## src/rtl/uart_pkg.sv

```systemverilog
// rtl/uart_pkg.sv - shared UART state encoding and 8N1 frame constants
package uart_pkg;

  // Line-side frame phases, shared by the transmit and receive sides
  typedef enum logic [1:0] {
    IDLE  = 2'd0,
    START = 2'd1,
    DATA  = 2'd2,
    STOP  = 2'd3
  } uart_state_e;

  localparam int DATA_BITS = 8;
  localparam int STOP_BITS = 1;

  // Clock cycles per bit
  localparam logic [13:0] KBAUD_DEFAULT = 14'd10416;

  // Total clock cycles in one frame for a given bit period
  function automatic int frame_cycles(input int kbaud);
    return kbaud * (1 + DATA_BITS + STOP_BITS);
  endfunction

endpackage

```

## src/rtl/uart_tx_fifo.sv

```systemverilog
// rtl/uart_tx_fifo.sv - transmit byte queue with registered pointers
module uart_tx_fifo #(
  parameter int DEPTH = 4,
  parameter int WIDTH = 8
) (
  input  logic             clk,
  input  logic             rst,
  input  logic             push,
  input  logic [WIDTH-1:0] push_data,
  input  logic             pop,
  output logic [WIDTH-1:0] pop_data,
  output logic             full,
  output logic             empty
);

  localparam int AW = $clog2(DEPTH);

  logic [WIDTH-1:0] mem [DEPTH];
  logic [AW:0]      wr_ptr;
  logic [AW:0]      rd_ptr;
  logic             do_push;
  logic             do_pop;

  // The extra pointer bit separates "full" from "empty" when the indices match
  assign empty    = (wr_ptr == rd_ptr);
  assign full     = (wr_ptr[AW] != rd_ptr[AW]) && (wr_ptr[AW-1:0] == rd_ptr[AW-1:0]);
  assign do_push  = push && !full;
  assign do_pop   = pop && !empty;
  assign pop_data = mem[rd_ptr[AW-1:0]];

  // Pointer update; a push into a full queue is dropped, a pop from empty ignored
  always_ff @(posedge clk) begin
    if (rst) begin
      wr_ptr <= '0;
      rd_ptr <= '0;
    end else begin
      if (do_push) wr_ptr <= wr_ptr + {{AW{1'b0}}, 1'b1};
      if (do_pop)  rd_ptr <= rd_ptr + {{AW{1'b0}}, 1'b1};
    end
  end

  // Storage array, written only on an accepted push
  always_ff @(posedge clk) begin
    if (do_push) mem[wr_ptr[AW-1:0]] <= push_data;
  end

endmodule

```

## src/rtl/uart_tx.sv

```systemverilog
// rtl/uart_tx.sv - queued 8N1 UART transmitter
module uart_tx
  import uart_pkg::*;
#(
  parameter logic [13:0] KBAUD      = KBAUD_DEFAULT,
  parameter int          FIFO_DEPTH = 4
) (
  input  logic       clk,
  input  logic       rst,
  input  logic [7:0] in_data,
  input  logic       in_valid,
  output logic       in_ready,
  output logic       out_tx,
  output logic       Tx_done,
  output logic       busy
);

  localparam int            CW       = (KBAUD > 14'd1) ? $clog2(KBAUD) : 1;
  localparam logic [CW-1:0] CNT_LAST = CW'(KBAUD - 14'd1);
  localparam logic [2:0]    LAST_BIT = 3'(DATA_BITS - 1);

  uart_state_e   state;
  logic [CW-1:0] baud_cnt;
  logic [2:0]    bit_idx;
  logic [7:0]    shreg;
  logic          bit_end;

  logic          fifo_pop;
  logic [7:0]    fifo_rdata;
  logic          fifo_full;
  logic          fifo_empty;

  uart_tx_fifo #(
    .DEPTH (FIFO_DEPTH),
    .WIDTH (8)
  ) u_fifo (
    .clk       (clk),
    .rst       (rst),
    .push      (in_valid),
    .push_data (in_data),
    .pop       (fifo_pop),
    .pop_data  (fifo_rdata),
    .full      (fifo_full),
    .empty     (fifo_empty)
  );

  assign bit_end  = (baud_cnt == CNT_LAST);
  assign in_ready = !fifo_full;

  // Pop when leaving IDLE, or at the last stop-bit cycle to chain the next frame
  assign fifo_pop = !fifo_empty && ((state == IDLE) || ((state == STOP) && bit_end));

  // Tx_done marks the stop bit still on the line after the FSM has moved on
  assign busy = (state != IDLE) || !fifo_empty || Tx_done;

  // Frame sequencer; out_tx is registered from the state, so the line lags the FSM by one cycle
  always_ff @(posedge clk) begin
    if (rst) begin
      state    <= IDLE;
      baud_cnt <= '0;
      bit_idx  <= '0;
      shreg    <= '0;
      out_tx   <= 1'b1;
      Tx_done  <= 1'b0;
    end else begin
      Tx_done <= 1'b0;
      case (state)
        IDLE: begin
          out_tx   <= 1'b1;
          baud_cnt <= '0;
          bit_idx  <= '0;
          if (fifo_pop) begin
            shreg <= fifo_rdata;
            state <= START;
          end
        end
        START: begin
          out_tx <= 1'b0;
          if (bit_end) begin
            baud_cnt <= '0;
            bit_idx  <= '0;
            state    <= DATA;
          end else begin
            baud_cnt <= baud_cnt + CW'(1);
          end
        end
        DATA: begin
          out_tx <= shreg[bit_idx];
          if (bit_end) begin
            baud_cnt <= '0;
            bit_idx  <= bit_idx + 3'd1;
            if (bit_idx == LAST_BIT) state <= STOP;
          end else begin
            baud_cnt <= baud_cnt + CW'(1);
          end
        end
        STOP: begin
          out_tx <= 1'b1;
          if (bit_end) begin
            Tx_done  <= 1'b1;
            baud_cnt <= '0;
            if (fifo_pop) begin
              shreg <= fifo_rdata;
              state <= START;
            end else begin
              state <= IDLE;
            end
          end else begin
            baud_cnt <= baud_cnt + CW'(1);
          end
        end
        default: state <= IDLE;
      endcase
    end
  end

endmodule

```

## config.mk

```make
export PLATFORM = sky130hd
export DESIGN_NAME = uart_tx
export DESIGN_NICKNAME = d
export VERILOG_FILES = /design/src/rtl/uart_pkg.sv /design/src/rtl/uart_tx_fifo.sv /design/src/rtl/uart_tx.sv
export SDC_FILE = /design/constraint.sdc
export NUM_CORES = 1
export LEC_CHECK = 0
export ABC_AREA = 1
export CAP_MARGIN = 25
export CORE_ASPECT_RATIO = 1.25
export CORE_MARGIN = 1
export CORE_UTILIZATION = 50
export DETAILED_ROUTE_END_ITERATION = 8
export PLACE_DENSITY_LB_ADDON = 0.12
export SLEW_MARGIN = 10
export SYNTH_ARGS = -nofsm -noshare
export SYNTH_HDL_FRONTEND = slang
export SYNTH_SLANG_ARGS = --single-unit
```

## constraint.sdc

```tcl
create_clock -name clk -period 1.88 [get_ports clk]
set_clock_uncertainty 0.05 [all_clocks]
set_input_delay 0.47 -clock clk [delete_from_list [all_inputs] [get_ports clk]]
set_output_delay 0.47 -clock clk [all_outputs]
set_load 0.02 [all_outputs]
```

==> metrics.csv <==
metric;value;unit
reg2reg_depth;9;
cts.sinks;69;
post-route-period-util;99.5;%
cts.clk_slew.worst_paths;70;ps
power_density;1340;mW/mm²
fp.dieH;89.1;µm
tns;0;ps
hpwlAfterDp;4230;µm
crit_start;state[0];
crit_chain;inv_2, ha_4, nand4_1, or2_4, buf_6;
crit_family;simple AND/OR/NAND/NOR gates;
hp-start;baud_cnt[0];
route.vias.total;2268;
place_congestion;0.817;
cts_root_buf;clkbuf_8;
drt-initial-drc-count;151;
fmax;534;MHz
track_usage;20.2;%
grt_overflow;0;
min_period;1870;ps
end_kind;output pin;
boundaryPins;15;
start_kind;register;
drv_cap;0;
layout.nets;396;
post-route-drc-count;0;
hold_depth;1;
tritoncts;yes;
max_stage_delay;330;ps
synth-edff-count;32;
avgViaCountPerCell;5.12;
ys_seq_area_share;56.1;%
worstReg2RegStart;state[0];
fin_ws;8.76;ps
met2_length;3010;µm
initial_core_util;52.2;%
synth_top_area_share;31.7;%
wl_met3;219;µm
min_to;baud_cnt[0];
post-place-ws;-118;ps
finalSetupViolCount;0;
antennaDiodeCount;0;
firstDrtPassIters;4;
antenna_found_initial;0;
peakVddDrop;0.792;mV
port_buffers;14;
rows;31;
synth_seq_cells;69;
synth_nets;343;
timing.final.hold_violations;0;
grt_max_degree;17;
cts_buffers;9;
clockBufferDepth;2;
cp_max_fo;2;
avgRoutedWirePerCell;13.7;µm
synth_area_leaders;edfxtp_1, dfxtp_1, o21ai_0, ha_1, nor2_1;
rsz0062_at_grt;yes;
hold_class;register to register;
dp.cells;425;
antenna_left;0;
yosysWarnings;0;
core;0.00582;mm²
n_fill_cell;496;
avgSynthCellArea;9.52;µm²
rrSetupSlack;130;ps
synth_cell_types;33;
syn2layout_area_growth;23.2;%
timing.rr.end;state[1];
timing_worst_setup_path_type;register to output pin;
htreeDepth;3;
status;completed;
routed_wl;6060;µm
hold_ws;399;ps
synth_most_common_cell;nor2_1;
dieWidth;71.7;µm
routed.top_layer;met4;
max_slew_margin;67.4;%
synthArstFlopShare;0;%
synth_cells;319;
stdcell_count;443;
synth_commonest_cells;nor2_1, o21ai_0, dfxtp_1, inv_1, nand2_1;
required;1360;ps
design.die.area;0.00639;mm²
grt_pass1_wl;9540;µm
wirelength_met1;2720;µm
crit_buf_inv;2;
arrival;1350;ps
slew_violations;0;
layout-drive-gt1-share;21.5;%
power_leakage;1.47;nW
postSynth.topFlopCell;dfxtp_1;
insertion_delay;340;ps
synth_largest_area_cell;edfxtp_1;
worst_pin_slew;489;ps
netlist_area;0.00304;mm²
cp_slowest_cell;dfxtp_2;
grt_pass1_vias;2179;
[logic make-up (layout without fill, tap and decap cells)]
kind of cell | count (synthesis) | in the layout | synth area share (%)
buffers and inverters | 42 | 100 | 5.44
adders and majority gates | 13 | 13 | 5.36
AOI/OAI and AO/OA | 72 | 72 | 12.8
xor gates and xnor gates | 4 | 4 | 1.15
and+or+nand+nor | 119 | 119 | 19.2
DFF | 69 | 69 | 56.1
[metal layers]
layer,track usage (%),vias to the layer above
met4,8.73,0
li1,-,1198
met3,4.85,13
met1,23.9,1018
met5,0,-
met2,35.3,39
[flip-flops by register name, summed over array words and instances (netlist names), named ones only]
name           count
baud_cnt          14
out_tx             1
u_fifo.mem        32
bit_idx            3
u_fifo.rd_ptr      3
shreg              8
state              2
Tx_done            1
u_fifo.wr_ptr      3
[per-stage QoR]
stage	util, %	power (mW)	instance area (µm²)
after detailed placement	59.5	3.55	3460
final	64.3	5.01	3740
after floorplan	-	3.02	3040
after CTS	63.6	4.98	3700
after global placement	59.5	3.50	3460
after global routing	64.3	5.32	3740
[power by group]
group	total, mW	internal (mW)	switching, mW
logic	1.72	0.698	1.02
clock network	1.40	0.869	0.535
registers	1.89	1.78	0.111
total	5.01	3.34	1.66
[cell usage in the layout, fill, tap and decap left out, types with 2 or more instances in the layout]
cell             instances
nor2_1                  41
dfxtp_2                  6
nor2_2                   5
nand3_1                  6
o22ai_1                  8
a211oi_1                 3
dfxtp_1                 31
bufinv_16                3
xnor2_1                  2
clkdlybuf4s50_1         12
or2_2                    2
nor3_1                  15
edfxtp_1                32
clkbuf_8                 9
inv_2                    7
inv_1                   31
nand4_1                  4
nand2_2                  5
clkinv_1                 3
ha_1                    12
o21ai_0                 37
o221ai_1                 2
buf_4                   32
nand3_2                  2
nand2_4                  2
a21oi_1                 18
o21ai_1                  2
nand2_1                 31
[worst max-delay path by stage]
| stage | cells after the start | endpoint |
|---|---|---|
| after global placement | 5 | busy |
| after detailed placement | 5 | busy |
| after global routing | 6 | busy |
| final | 5 | busy |
| after CTS | 5 | busy |
| after floorplan | 6 | u_fifo.mem[3][0] |
[layout make-up]
| class | instances | area (µm²) | area share, % |
|---|---|---|---|
| clock inverter | 6 | 101 | 2.71 |
| sequential | 69 | 1710 | 45.7 |
| tap | 66 | 82.6 | 2.21 |
| inverter | 38 | 143 | 3.82 |
| clock buffer | 10 | 128 | 3.41 |
| multi-input combinational | 208 | 1200 | 32.1 |
| timing repair buffer | 46 | 377 | 10.1 |
[repair_timing]
item,4_1_cts,5_1_grt
pin swaps,2,3
setup buffers,1,1
endpoints found under the hold margin,0,0
hold buffers,0,0
resized for setup,14,16
setup endpoints to repair,2,15
Note: power is estimated with default switching activity, not from simulation.
